==> config.mk <==
export PLATFORM = sky130hd
export DESIGN_NAME = word_hash_framer
export DESIGN_NICKNAME = d
export VERILOG_FILES = /design/src/rtl/word_hash_framer.sv
export SDC_FILE = /design/constraint.sdc
export NUM_CORES = 1
export LEC_CHECK = 0
export ABC_CLOCK_PERIOD_IN_PS = 4050
export CORE_UTILIZATION = 54
export DETAILED_ROUTE_END_ITERATION = 7
export MAX_ROUTING_LAYER = met4
export PLACE_DENSITY = 0.76
export SYNTH_ARGS = -nofsm -noshare
export SYNTH_HDL_FRONTEND = slang
export SYNTH_SLANG_ARGS = --single-unit
==> constraint.sdc <==
create_clock -name Clock -period 4.05 [get_ports Clock]
set_clock_uncertainty 0.15 [all_clocks]
set_input_delay 0.81 -clock Clock [delete_from_list [all_inputs] [get_ports Clock]]
set_output_delay 0.81 -clock Clock [all_outputs]
set_load 0.005 [all_outputs]
==> src/rtl/word_hash_framer.sv <==
// Running-hash byte framer: on each rising EndC, emits {SYNC, id, hash bytes MSB first} over valid/ready.
// Optional trailing XOR checksum byte is enabled by defining CHECKSUM_EN.
module word_hash_framer #(
   parameter int unsigned HASH_W    = 16,
   parameter logic [7:0]  SYNC_BYTE = 8'hA5
) (
   input  logic       Clock,
   input  logic       Reset,
   input  logic [7:0] X,
   input  logic       EndC,
   input  logic [2:0] Wfound,
   input  logic       TxReady,
   output logic [7:0] TxData,
   output logic       TxValid,
   output logic       Busy,
   output logic       Overflow,
   output logic [7:0] DropCount
);

   localparam int unsigned HB    = HASH_W / 8;
   localparam int unsigned IDX_W = (HB > 1) ? $clog2(HB) : 1;

`ifdef CHECKSUM_EN
   typedef enum logic [2:0] {S_IDLE, S_SYNC, S_ID, S_HASH, S_CSUM} state_t;
`else
   typedef enum logic [2:0] {S_IDLE, S_SYNC, S_ID, S_HASH} state_t;
`endif

   state_t              state_q, state_d;
   logic [IDX_W-1:0]    idx_q, idx_d;
   logic [2:0]          tx_id_q, tx_id_d;
   logic [HASH_W-1:0]   tx_hash_q, tx_hash_d;
   logic                pend_full_q, pend_full_d;
   logic [2:0]          pend_id_q, pend_id_d;
   logic [HASH_W-1:0]   pend_hash_q, pend_hash_d;
   logic [HASH_W-1:0]   hash_q, hash_d;
   logic                endc_q;
   logic                ovf_q, ovf_d;
   logic [7:0]          drop_q, drop_d;

   logic                capture;
   logic                xfer;
   logic                last;
   logic [7:0]          hash_byte;

   // h*31 + x, truncated to HASH_W bits
   function automatic logic [HASH_W-1:0] hash_step(input logic [HASH_W-1:0] h,
                                                   input logic [7:0] x);
      return (h << 5) - h + HASH_W'(x);
   endfunction

`ifdef CHECKSUM_EN
   function automatic logic [7:0] csum_of(input logic [2:0] id, input logic [HASH_W-1:0] h);
      logic [7:0] c;
      c = {5'b0, id};
      for (int i = 0; i < HB; i++) c = c ^ h[i*8 +: 8];
      return c;
   endfunction
`endif

   assign capture = EndC & ~endc_q;
   assign TxValid = (state_q != S_IDLE);
   assign xfer    = TxValid & TxReady;
   assign Busy    = TxValid | pend_full_q;
   assign Overflow  = ovf_q;
   assign DropCount = drop_q;

   always_comb begin
      hash_byte = 8'h00;
      for (int i = 0; i < HB; i++) begin
         if (idx_q == IDX_W'(i)) hash_byte = tx_hash_q[i*8 +: 8];
      end
   end

   always_comb begin
      TxData = 8'h00;
      case (state_q)
         S_SYNC:  TxData = SYNC_BYTE;
         S_ID:    TxData = {5'b0, tx_id_q};
         S_HASH:  TxData = hash_byte;
`ifdef CHECKSUM_EN
         S_CSUM:  TxData = csum_of(tx_id_q, tx_hash_q);
`endif
         default: TxData = 8'h00;
      endcase
   end

   always_comb begin
      state_d     = state_q;
      idx_d       = idx_q;
      tx_id_d     = tx_id_q;
      tx_hash_d   = tx_hash_q;
      pend_full_d = pend_full_q;
      pend_id_d   = pend_id_q;
      pend_hash_d = pend_hash_q;
      ovf_d       = ovf_q;
      drop_d      = drop_q;
      last        = 1'b0;
      hash_d      = capture ? HASH_W'(X) : hash_step(hash_q, X);

      case (state_q)
         S_IDLE: begin
            if (capture) begin
               tx_id_d   = Wfound;
               tx_hash_d = hash_q;
               state_d   = S_SYNC;
            end
         end
         S_SYNC: if (xfer) state_d = S_ID;
         S_ID: begin
            if (xfer) begin
               state_d = S_HASH;
               idx_d   = IDX_W'(HB - 1);
            end
         end
         S_HASH: begin
            if (xfer) begin
               if (idx_q == '0) begin
`ifdef CHECKSUM_EN
                  state_d = S_CSUM;
`else
                  last = 1'b1;
`endif
               end else begin
                  idx_d = idx_q - 1'b1;
               end
            end
         end
`ifdef CHECKSUM_EN
         S_CSUM: if (xfer) last = 1'b1;
`endif
         default: state_d = S_IDLE;
      endcase

      // Frame end: promote pending (or a coincident capture) so the link never bubbles
      if (last) begin
         if (pend_full_q) begin
            tx_id_d   = pend_id_q;
            tx_hash_d = pend_hash_q;
            state_d   = S_SYNC;
            if (capture) begin
               pend_id_d   = Wfound;
               pend_hash_d = hash_q;
            end else begin
               pend_full_d = 1'b0;
            end
         end else if (capture) begin
            tx_id_d   = Wfound;
            tx_hash_d = hash_q;
            state_d   = S_SYNC;
         end else begin
            state_d = S_IDLE;
         end
      end else if ((state_q != S_IDLE) && capture) begin
         if (!pend_full_q) begin
            pend_full_d = 1'b1;
            pend_id_d   = Wfound;
            pend_hash_d = hash_q;
         end else begin
            ovf_d = 1'b1;
            if (drop_q != 8'hFF) drop_d = drop_q + 8'd1;
         end
      end
   end

   always_ff @(posedge Clock or posedge Reset) begin
      if (Reset) begin
         state_q     <= S_IDLE;
         idx_q       <= '0;
         tx_id_q     <= '0;
         tx_hash_q   <= '0;
         pend_full_q <= 1'b0;
         pend_id_q   <= '0;
         pend_hash_q <= '0;
         hash_q      <= '0;
         endc_q      <= 1'b0;
         ovf_q       <= 1'b0;
         drop_q      <= 8'h00;
      end else begin
         state_q     <= state_d;
         idx_q       <= idx_d;
         tx_id_q     <= tx_id_d;
         tx_hash_q   <= tx_hash_d;
         pend_full_q <= pend_full_d;
         pend_id_q   <= pend_id_d;
         pend_hash_q <= pend_hash_d;
         hash_q      <= hash_d;
         endc_q      <= EndC;
         ovf_q       <= ovf_d;
         drop_q      <= drop_d;
      end
   end

endmodule

# After elaboration in Yosys (flattened, before gate mapping)
# Cells that the tools add are included.
[classes]
reduce_logical = 10
n_bitwise = 5
n_mux = 41
div_mod_pow = 0
n_addsub = 4
mul = 0
n_lt_le_gt_ge = 0
eq_ne = 13
shifts = 0
[op_table]
columns = ["operator", "n"]
rows = [
  ["16-bit two-way mux", 11],
  ["3-bit two-way mux", 14],
  ["8-bit one-hot mux with 3 select lines", 1],
  ["16-bit by 8-bit adder with 16-bit output", 1],
  ["16-bit subtractor", 1],
  ["1-bit two-way mux", 12],
  ["3-bit one-hot mux with 4 select lines", 1],
  ["4-bit AND reduction", 3],
  ["2-bit != test, second input constant", 5],
  ["3-bit != test, second input constant", 3],
  ["8-bit by 1-bit adder with 8-bit output, second input constant", 1],
  ["8-bit two-way mux", 1],
  ["8-bit != test, second input constant", 1],
  ["3-bit by 2-bit == test with 1-bit output, second input constant", 2],
  ["3-bit AND reduction", 2],
  ["2-bit nonzero test", 2],
  ["3-bit by 1-bit == test with 1-bit output, second input constant", 1],
  ["3-bit zero test", 1],
  ["3-bit nonzero test", 1],
  ["1-bit bitwise AND", 2],
  ["2-bit by 1-bit != test with 1-bit output, second input constant", 1],
  ["1-bit NOT", 2],
  ["1-bit one-hot mux with 2 select lines", 1],
  ["1-bit logical AND", 1],
  ["other kinds (2)", 2],
]
[word_totals]
regBits = 69
ramBits = 0
out_inout_bits = 19
latch_bits = 0
mem_count = 0
in_bits = 15
elab_cells = 84
mem_bits_ro = 0

# Depth between registers and ports, before layout
[depth]
depth_word = 7
mapped_depth = 11
ltp_nobuf = 11

# Worst setup path after synthesis
# No wires, ideal clock.
[synth_timing]
kind = "input to register"
start = "input X[7]"
end = "register hash_q[10]"
t_required_ps = 3779
cell_stages = 9
arrival_ps = 2697
setup_time_ps = 121
setup_slack_ps = 1081
n_path_buf = 0
cell_sequence = "inv_1 > fa_1 > inv_1 > ha_1 > a211o_1 > or3_1 > o22ai_1 > xor2_1 > nor2_1"
[synth_via]
elab_chain_len = 2
[synth_rtl]
columns = ["item", "line_no", "text"]
rows = [
  ["start, declared", "9", "input logic [7:0] X,"],
  ["16-bit by 8-bit adder with 16-bit output", "49", "return (h << 5) - h + HASH_W'(x);"],
  ["16-bit two-way mux", "99", "hash_d = capture ? HASH_W'(X) : hash_step(hash_q, X);"],
  ["named net hash_d[10]", "36", "logic [HASH_W-1:0] hash_q, hash_d;"],
  ["end signal, assigned", "187", "hash_q <= hash_d;"],
  ["end, declared", "36", ""],
]
# The timed path passes the listed nets, and every way through them passes these cells.
# A chain may end at the register's enable or synchronous reset.

# Worst setup path in the final report
# Same ends and word-level chain as after synthesis.

==> metrics <==
Mean Syn Cell Area 9.83 um2; FF-to-FF End hash_q[13]; CP max FO 6; Worst IR Drop VDD 0.708 mV; antenna-violating nets left 0; Compound-Gate Fraction of Synth Area 17.7%; FF-to-FF path depth 10; maxcap violations 0; CTS tree done; total grt overflow 0; total number of yosys warnings 0; initial core utilization 56.1%; Die Span X 88.8 um; total clock sinks 68; crit path cell chain clkdlybuf4s50_1 -> inv_1 -> fa_1 -> inv_1 -> ha_1 -> a211o_1 -> or3_1 -> o22ai_1 -> xor2_1 -> nor2_1; Longest Clk Path Bufs 2; ANT cells 0; drt drc 0; worst flop-to-flop path startpoint hash_q[1]; synthesized area 4070 um2; TritonRoute pass-1 iters 5; first-pass GRT wire length 15.2 mm; met3 wire len 377 um; core area 7250 um2; cell row count 31; Hold Path Origin Overflow; simple logic cell fraction of the synthesized area 12.6%; Top Metal Used met4; Vert. Die Dim 88.8 um; Max Transition Viols Final 0; number of enable flip-flop cells after synthesis 0; largest net degree at the start of global routing 69; critical path launch point type primary input; final worst-path cycle share 79.2%; synthesis-to-finish area growth 14.7%; flop2flop setup slack 1.25 ns; slowest cell on the critical path fa_1; actual slew at the worst max-slew pin 0.858 ns; clock slew at reported path FFs 0.09 ns; final setup fails 0; initial antenna violation count 0; Seq/Total Area, Yosys 41.8%; Metal-1 WL 4.06 mm; WHS Path Cells 1; Top FF cell, synth dfrtp_1; fmax 0.312 GHz; CTS HTree Levels 3; die area 7890 um2; flops & latches, synth 68; CTS Buf Count 9; RSZ-0062 raised after global routing no; Post-Synth Adder-Cell Area 11.8%; CP Class in2reg; setup tns final 0 ns; LEAKAGE 2.25 nW; Multi-input gate area 2080 um2; asr flop ratio synth 100%; Post-Syn Nets 465; DR WL/cell 16.6 um; Worst path most repeated cell inv_1; via/cell ratio 5.82; vias in the first global route 3216; Worst EP required 4.13 ns; Global Route Usage Sum 26.8%; CTS resizes 0; latest clock arrival within the worst-skew pair 0.35 ns; critical path arrival 3.28 ns; Final Util 64.4%; Synth Area in XOR/XNOR 3.66%; Rel. slew slack 42.8%; Initial DRC Count 290; pwr/cell area 944 nW/um2; Hold EP Overflow; number of port buffers 33; Setup Fix Bufs, Post-CTS 0; number of distinct library cells after synthesis 60; final WL 9.10 mm; Fin. Hold Viols 0; Tmin final 3.21 ns; Final HPWL DP 6.68 mm; Root Driver clkbuf_8; status completed; Hold Path Class reg2reg; Worst path max stage delay 0.52 ns; multiplexer area fraction after synthesis 5.32%; Final #Nets 497; Register Area 1700 um2; RePlAce Congestion 0.859; share of cells above drive strength 1 9.76%; cells after synthesis 414; largest family of logic cells by synthesized area compound AO/OA/AOI/OAI gates; fillers 596; metal2 WL 4.43 mm; # IOs 34; CTS hold repair buffers 0; Via Count 3201; Worst Setup End Kind flop
cell type report:
| cell class | count | share of cell area, % |
|---|---|---|
| multi-input combinational | 278 | 44.6 |
| inverter | 50 | 4.05 |
| tap | 99 | 2.65 |
| clock inverter | 7 | 1.61 |
| timing repair buffer | 39 | 8.04 |
| clock buffer | 9 | 2.65 |
| sequential | 68 | 36.4 |
metrics by stage:
| stage | total power [W] | std cells | cell area [um2] | hold WS, ns | worst slack (ns) |
|---|---|---|---|---|---|
| floorplan | 0.00318 | 414 | 4070 | 0.300 | 1.08 |
| global placement | 0.00373 | 534 | 4470 | 0.287 | 0.531 |
| detailed placement | 0.00383 | 534 | 4470 | 0.312 | 0.501 |
| CTS | 0.00441 | 550 | 4670 | 0.329 | 0.861 |
| global route | 0.00481 | 550 | 4670 | 0.336 | 0.719 |
| finish | 0.00441 | 550 | 4670 | 0.316 | 0.841 |
cell usage in the layout (no fill, tap or decap), types with 2 or more instances in the layout:
master	Yosys	final
o22ai_1	5	5
clkbuf_8	0	9
dfrtp_1	68	68
clkinv_2	1	3
nor3_1	5	5
a21o_1	5	5
o21ai_0	27	27
mux2i_1	7	7
a21oi_1	16	16
a31oi_1	3	3
mux2_1	7	7
o21ai_2	2	2
inv_1	49	48
a32oi_1	2	2
nand3_1	7	7
clkinv_4	0	3
mux2_2	6	6
xnor2_1	11	11
or3_1	3	3
o21a_1	3	3
buf_4	1	6
clkdlybuf4s50_1	0	33
a222oi_1	17	17
nand2b_1	4	4
nor2b_1	6	6
nand2_1	44	44
xor2_1	6	6
ha_1	32	32
nor4_1	3	3
fa_1	4	4
nor2_1	25	25
state kept, by name, indices dropped and copies added (netlist names):
register / flops
hash_q: 16
endc_q: 1
tx_id_q: 3
pend_full_q: 1
pend_hash_q: 16
tx_hash_q: 16
idx_q: 1
DropCount: 8
pend_id_q: 3
state_q: 2
Overflow: 1
metal layers:
layer,vias to the layer above,track usage [%]
li1,1526,-
met1,1555,33.8
met2,98,42.1
met3,22,5.13
met4,0,12.0
met5,-,-
synthesized netlist by cell type, types with 2 or more instances:
library cell | n | area share (%)
nor3_1 | 5 | 0.61
nor4_1 | 3 | 0.46
a21o_1 | 5 | 0.92
nand3_1 | 7 | 0.86
buf_6 | 2 | 0.55
nand2_1 | 44 | 4.1
or3_1 | 3 | 0.46
inv_1 | 49 | 4.5
o21a_1 | 3 | 0.55
buf_2 | 11 | 1.4
a222oi_1 | 17 | 4.2
dfrtp_1 | 68 | 42
o22ai_1 | 5 | 0.77
mux2_2 | 6 | 1.7
xnor2_1 | 11 | 2.4
a32oi_1 | 2 | 0.43
xor2_1 | 6 | 1.3
nor2_1 | 25 | 2.3
a31oi_1 | 3 | 0.46
mux2_1 | 7 | 1.9
fa_1 | 4 | 2.0
nand2b_1 | 4 | 0.61
clkbuf_1 | 3 | 0.28
o21ai_0 | 27 | 3.3
mux2i_1 | 7 | 1.7
ha_1 | 32 | 9.8
o21ai_2 | 2 | 0.43
a21oi_1 | 16 | 2.0
nor2b_1 | 6 | 0.92
worst max path at each step:
stage / start / to / slack (ns) / depth (start not counted)
2_1_floorplan: X[7] / hash_q[10] / 1.08 / 9
3_3_place_gp: X[7] / hash_q[10] / 0.53 / 10
3_5_place_dp: X[7] / hash_q[10] / 0.50 / 10
4_1_cts: X[7] / hash_q[10] / 0.86 / 10
5_1_grt: X[0] / hash_q[11] / 0.72 / 12
6_report: X[7] / hash_q[10] / 0.84 / 10
worst max-delay path: cells and delay by family:
family,cells,cell delay [ns]
adder cells (fa/ha/maj),2,0.89
buffers and inverters,3,0.58
AO/OA/AOI/OAI,2,0.49
AND/OR/NAND/NOR,2,0.36
XOR/XNOR,1,0.16
kinds of logic after synthesis:
family | Yosys count
compound gates | 98
xor+xnor | 17
fa+ha+maj | 36
buf+inv | 68
flops | 68
mux | 20
simple gates | 107
power by group:
group / total, W / leakage, nW / internal, W / switching (W)
clock network: 0.000568 / 0.104 / 0.000287 / 0.000280
logic: 0.00257 / 1.30 / 0.00117 / 0.00140
registers: 0.00127 / 0.838 / 0.000993 / 0.000281
total: 0.00441 / 2.25 / 0.00245 / 0.00196
Note: power is estimated with default switching activity, not from simulation.
